## src/rtl/jk_excitation_gen.sv

```systemverilog
// Excitation/control side of a W-wide JK flip-flop bank: drives the bank toward
// each accepted target for one clock, then checks the result. Optional macro: JK_TOGGLE_EN.
module jk_excitation_gen #(
    parameter int W     = 4,
    parameter int ERR_W = 8
) (
    input  logic             clk,
    input  logic             rst,
    input  logic [W-1:0]     tgt,
    input  logic             tgt_valid,
    output logic             tgt_ready,
    input  logic [W-1:0]     q_fb,
    output logic [W-1:0]     j,
    output logic [W-1:0]     k,
    output logic             done,
    output logic             mismatch,
    output logic [ERR_W-1:0] err_cnt,
    input  logic             clr_err
);

    typedef enum logic [1:0] {
        IDLE  = 2'd0,
        DRIVE = 2'd1,
        CHECK = 2'd2
    } state_e;

    localparam logic [ERR_W-1:0] ERR_ONE = ERR_W'(1);
    localparam logic [ERR_W-1:0] ERR_MAX = '1;

    state_e           state_q, state_d;
    logic [W-1:0]     tgt_q, tgt_d;
    logic [W-1:0]     j_q, j_d;
    logic [W-1:0]     k_q, k_d;
    logic             done_q, done_d;
    logic             mismatch_q, mismatch_d;
    logic [ERR_W-1:0] err_q, err_d;
    logic [W-1:0]     exc_j, exc_k;

    // Per-bit excitation from the bank's present value toward the target.
`ifdef JK_TOGGLE_EN
    assign exc_j = q_fb ^ tgt;
    assign exc_k = q_fb ^ tgt;
`else
    assign exc_j = ~q_fb & tgt;
    assign exc_k = q_fb & ~tgt;
`endif

    always_comb begin
        state_d    = state_q;
        tgt_d      = tgt_q;
        j_d        = '0;
        k_d        = '0;
        done_d     = 1'b0;
        mismatch_d = 1'b0;
        err_d      = err_q;

        case (state_q)
            IDLE: begin
                if (tgt_valid) begin
                    tgt_d   = tgt;
                    j_d     = exc_j;
                    k_d     = exc_k;
                    state_d = DRIVE;
                end
            end
            DRIVE: begin
                state_d = CHECK;
            end
            CHECK: begin
                state_d    = IDLE;
                done_d     = 1'b1;
                mismatch_d = (q_fb != tgt_q);
                if (mismatch_d && (err_q != ERR_MAX)) begin
                    err_d = err_q + ERR_ONE;
                end
            end
            default: begin
                state_d = IDLE;
            end
        endcase

        // A clear coinciding with an increment must leave the counter at zero.
        if (clr_err) begin
            err_d = '0;
        end
    end

    always_ff @(posedge clk or posedge rst) begin
        if (rst) begin
            state_q    <= IDLE;
            tgt_q      <= '0;
            j_q        <= '0;
            k_q        <= '0;
            done_q     <= 1'b0;
            mismatch_q <= 1'b0;
            err_q      <= '0;
        end else begin
            state_q    <= state_d;
            tgt_q      <= tgt_d;
            j_q        <= j_d;
            k_q        <= k_d;
            done_q     <= done_d;
            mismatch_q <= mismatch_d;
            err_q      <= err_d;
        end
    end

    assign tgt_ready = (state_q == IDLE);
    assign j         = j_q;
    assign k         = k_q;
    assign done      = done_q;
    assign mismatch  = mismatch_q;
    assign err_cnt   = err_q;

endmodule
```

## config.mk

```make
export PLATFORM = sky130hd
export DESIGN_NAME = jk_excitation_gen
export DESIGN_NICKNAME = d
export VERILOG_FILES = /design/src/rtl/jk_excitation_gen.sv
export SDC_FILE = /design/constraint.sdc
export NUM_CORES = 1
export LEC_CHECK = 0
export ABC_AREA = 1
export BUFFER_PORTS_ARGS = -buffer_cell sky130_fd_sc_hd__clkbuf_2
export CAP_MARGIN = 5
export CORE_AREA = 5 5 56 58
export CTS_CLUSTER_DIAMETER = 120
export DETAILED_ROUTE_END_ITERATION = 8
export DIE_AREA = 0 0 61 63
export PLACE_DENSITY = 0.71
export SYNTH_ARGS = -nofsm -noshare
export SYNTH_HDL_FRONTEND = slang
export SYNTH_SLANG_ARGS = --single-unit
```

## constraint.sdc

```tcl
create_clock -name clk -period 1.52 [get_ports clk]
set_clock_uncertainty 0.1 [all_clocks]
set_input_delay 0.304 -clock clk [delete_from_list [all_inputs] [get_ports clk]]
set_output_delay 0.304 -clock clk [all_outputs]
set_load 0.01 [all_outputs]
```

* After elaboration in Yosys (flattened, before gate mapping)
Index checks and enable logic that the tools add are counted. Widths: inputs -> output; s select.
Word-level totals: register bits 24, input port bits 12, output and inout bits 19, logic and storage cells 34
Operators by class: $add $sub $neg 1, equal/unequal tests 5, mux-type cells 11, bitwise gates (word level) 4, reductions and logical operators 6
Operators by type and width (number):
- $mux 8 | 3
- $mux 4 | 4
- $add 8x1->8 const B | 1
- $and 4x4->4 | 2
- $ne 8x8->1 const B | 1
- $not 4->4 | 2
- $ne 4x4->1 | 1
- $pmux 2 s2 | 1
- $reduce_and 2->1 | 2
- $reduce_bool 2->1 | 2
- $eq 2x1->1 const B | 1
- $eq 2x2->1 const B | 1
- $logic_not 2->1 | 1
- $mux 1 | 2
- $mux 2 | 1
- $ne 2x2->1 const B | 1
- $logic_and 1x1->1 | 1

* Logic depth before layout (Yosys ltp)
depth after elaboration 5, depth in mapped cells 9, mapped depth without buffers 9

* Worst setup path after synthesis
Ideal clock, no wire load.
path type flip-flop to flip-flop, start point register err_q[0], in the netlist err_cnt[0], end point register err_q[2], in the netlist err_cnt[2], library setup time 118 ps, arrival 1230 ps, required time 1302 ps, path slack 73 ps, stages on the path, launching flop included 9, path buffers 0, period minus slack after synthesis 1447 ps, cell sequence dfrtp_1 ha_1 nand2_2 nor2_4 nand4_2 nand3_4 nand2_4 nand2_1 nand2_1
On the way: word-level cells in the longest chain between the ends 4, elaborated cells between the ends (all ways) 8, those cells by class 1 x add/sub; 1 x eq/ne; 3 x mux; 3 x reduce/logical
RTL lines:
- start, declared | RTL line 36 | logic [ERR_W-1:0] err_q, err_d;
- start signal, assigned | RTL line 104 | err_q <= err_d;
- $add 8x1->8 / $ne 8x8->1 (equally long branches) | RTL line 74, 73
- $mux 8 / $logic_and 1x1->1 (equally long branches) | RTL line 73 | if (mismatch_d && (err_q != ERR_MAX)) begin
- $mux 8 / $reduce_bool 2->1 (equally long branches)
- $mux 8 / $reduce_and 2->1 (equally long branches)
Several ways; a longest one is shown, not always the timed one. The select of a mux whose other input is x is not followed. A chain may end at the register's enable or synchronous reset.

* Final worst setup path
start point register err_q[1], in the netlist err_cnt[1], end point output port err_cnt[1]
RTL lines:
- end, declared | RTL line 17 | output logic [ERR_W-1:0] err_cnt,
No word-level cell between the ends.

==> impl_metrics.env <==
export IMPL_run_status="finished, final reports clean"
export IMPL_worstPathMaxFanout=3
export IMPL_p_seq_share_pct=48.3
export IMPL_design_area_sq_mm=0.00144
export IMPL_vias=964
export IMPL_max_cap_violations=0
export IMPL_grtUsageTotal_pct=13.1
export IMPL_critPathMaxStageDelay_ns=0.44
export IMPL_clock_sinks=24
export IMPL_place_congestion=0.820
export IMPL_die_h_um=63
export IMPL_clkPwrFrac_pct=29.4
export IMPL_cp_cell_sequence="buf_4 > clkbuf_2"
export IMPL_netlist_area_leader_share_pct=53.7
export IMPL_crit_slowest_cell="dfrtp_1"
export IMPL_path_class="reg -> out"
export IMPL_critical_path_arrival_ns=1.05
export IMPL_core_area_sq_mm=0.00262
export IMPL_crit_family="flip-flops"
export IMPL_mostFrequentLayoutCell="nand2_1"
export IMPL_setup_viol=0
export IMPL_antenna_found_initial=0
export IMPL_hold_depth=2
export IMPL_pwr_share_comb_pct=22.3
export IMPL_layout_area_overhead_vs_synth_pct=28.7
export IMPL_dieArea_sq_mm=0.00384
export IMPL_grt_ovfl_total=0
export IMPL_synth_cell_types=23
export IMPL_rows=19
export IMPL_cts_tree="built"
export IMPL_drc=0
export IMPL_reg2regPathDepth=8
export IMPL_post_route_cells_drive_above_1_share_pct=36.1
export IMPL_fp_dieW_um=61
export IMPL_nets=183
export IMPL_numCtsBuffers=3
export IMPL_setup_worst_path_end_class="primary output"
export IMPL_clock_latency_ns=0.32
export IMPL_internal_power_w=0.00111
export IMPL_start_util_pct=42.8
export IMPL_fmaxAchievable_ghz=0.689
export IMPL_fin_tns_setup_ns=0
export IMPL_synth_avg_cell_area_sq_um=8.60
export IMPL_path_depth=2
export IMPL_synth_area_top_cells="dfrtp_1 54%, nand2_1 12%, nor2_1 5.0%"
export IMPL_groute_layer_met1_usage_pct=15.3
export IMPL_timing_critical_path_required_ns=1.12
export IMPL_cts_clk_slew_worst_paths_ns=0.14
export IMPL_critPathLaunchType="register"
export IMPL_multi_input_area_sq_um=485
export IMPL_worstMarginPinSlew_ns=0.302
export IMPL_drt_iter0_drc=18
export IMPL_max_slew_margin_pct=79.8
export IMPL_irDropWorstVdd_uv=749
export IMPL_grt_max_degree=25
export IMPL_ys_seq_area_share_pct=53.7
export IMPL_yosys_warnings=0
export IMPL_fin_crit_sh_pct=95.5
export IMPL_ant_nets=0
export IMPL_hold_slack_ns=0.0309
export IMPL_io_buffers=30
export IMPL_placedInstanceArea_sq_mm=0.00131
export IMPL_place_hpwl_um=1780
export IMPL_fillCellCount=247
export IMPL_hp_class="in -> reg"
export IMPL_rsz0062_at_grt="no"
export IMPL_synth_top_area_cell="dfrtp_1"
export IMPL_final_cell_mix="36 x nand2_1, 30 x clkbuf_2, 23 x dfrtp_1, 14 x nor2_1, 10 x inv_1"
export IMPL_p_total_w=0.00156
export IMPL_syn_inst=130
export IMPL_gr_usage_met3_pct=3.31
export IMPL_netlist_area_sq_mm=0.00112
export IMPL_cts_root_buf="clkbuf_4"
export IMPL_power_switching_w=0.000450
export IMPL_n_antenna_cell=0
export IMPL_hold_violations=0
export IMPL_clockBufferDepth=2
export IMPL_maxSlewViolCount=0
export IMPL_p_sw_share_pct=28.9
export IMPL_ys_ff_latch=24
export IMPL_busiest_layer="met2"
export IMPL_grt_pass1_vias=920
export IMPL_io_pins=31
export IMPL_drt_wl_total_um=2420
export IMPL_avgViaCountPerCell=4.82
export IMPL_wire_per_inst_um=12.1
export IMPL_grt_pass1_wl_um=3840
export IMPL_power_leakage_nw=0.805
export IMPL_syn_nets=143
export IMPL_period_minus_slack_ns=1.45
export IMPL_met2_usage_pct=21.9
export IMPL_p_per_area_mw_per_mm2=1080
export IMPL_cts_htree_levels=1
export IMPL_cp_num_buf_inv=2
export IMPL_first_pass_iters=4
export IMPL_regArea_sq_um=602
metal layers:
metal / up-vias / share of wire [%] / wire, um
li1: 484 / - / -
met1: 450 / 40 / 976
met2: 24 / 52 / 1250
met3: 6 / 6.2 / 150
met4: 0 / 1.7 / 42
met5: - / 0 / 0
final timing paths:
| kind | from | to | slack [ns] |
|---|---|---|---|
| hold / removal | tgt[0] | k[0]$_DFF_PP0_ | 0.03 |
| max in group asynchronous | rst | err_cnt[7]$_DFFE_PP0P_ | 0.64 |
| setup reg to reg | err_cnt[1]$_DFFE_PP0P_ | err_cnt[4]$_DFFE_PP0P_ | 0.09 |
| setup / recovery | err_cnt[1]$_DFFE_PP0P_ | err_cnt[1] | 0.07 |
| hold reg to reg | state_q[1]$_DFFE_PP0P_ | state_q[1]$_DFFE_PP0P_ | 0.38 |
| min in group asynchronous | rst | err_cnt[1]$_DFFE_PP0P_ | 0.44 |
synth_stat cells:
cell type,instances
nand3_4,1
ha_1,1
nand4_1,1
buf_4,1
nor2_1,15
nand4_2,1
nor2_4,2
o21ai_0,4
inv_2,6
buf_2,1
a21o_2,1
a31oi_1,1
xnor2_1,1
nand2_2,3
nand2_4,1
nand3_1,10
inv_1,10
xor2_1,2
clkinv_1,1
nor2_2,2
dfrtp_1,24
nand2_1,36
nor3_1,5
sequential cells by signal, indices dropped and copies added (netlist names):
register,flops
done,1
err_cnt,8
j,4
k,4
mismatch,1
state_q,2
tgt_q,4
cell type report:
class	instances	area share, %
inverters	17	4.43
flip-flops and latches	24	41.8
multi-input cells	88	33.7
repair buffers	36	13.7
clock inverters	1	2.09
well taps	31	2.69
clock buffers	3	1.56
per-stage QoR:
step                      std cells  setup slack, ns  utilization [%]
after global placement          191           0.0995             50.1
after CTS                       197           0.0145             52.9
after floorplan                 130           0.0727                -
after detailed placement        191          0.00891             50.1
after global routing            200          0.00838             55.1
final                           200           0.0677             55.1
power groups by stage:
stage          combinational, W  sequential [W]  clock [W]
6_report               0.000348        0.000754   0.000458
5_1_grt                0.000400        0.000762   0.000492
3_5_place_dp           0.000309        0.000763          0
4_1_cts                0.000326        0.000748   0.000474
3_3_place_gp           0.000300        0.000757          0
2_1_floorplan          0.000181        0.000775          0
kinds of logic (layout without fill, tap and decap cells):
logic type | after synthesis | in the layout | synth area share, %
compound gates | 6 | 6 | 3.13
flops | 24 | 24 | 53.7
buf+inv | 19 | 57 | 6.82
fa+ha+maj | 1 | 1 | 1.12
xor+xnor | 3 | 3 | 2.35
simple gates | 77 | 78 | 32.9
repair_timing:
item | 4_1_cts | 5_1_grt
buffers inserted | 1 | 2
setup endpoints to repair | 3 | 9
hold buffers | 1 | 0
endpoints found under the hold margin | 24 | 0
cloned | 0 | 1
pin swaps | 0 | 4
gates resized for setup | 1 | 6
Power figures use the tool's default switching activity.
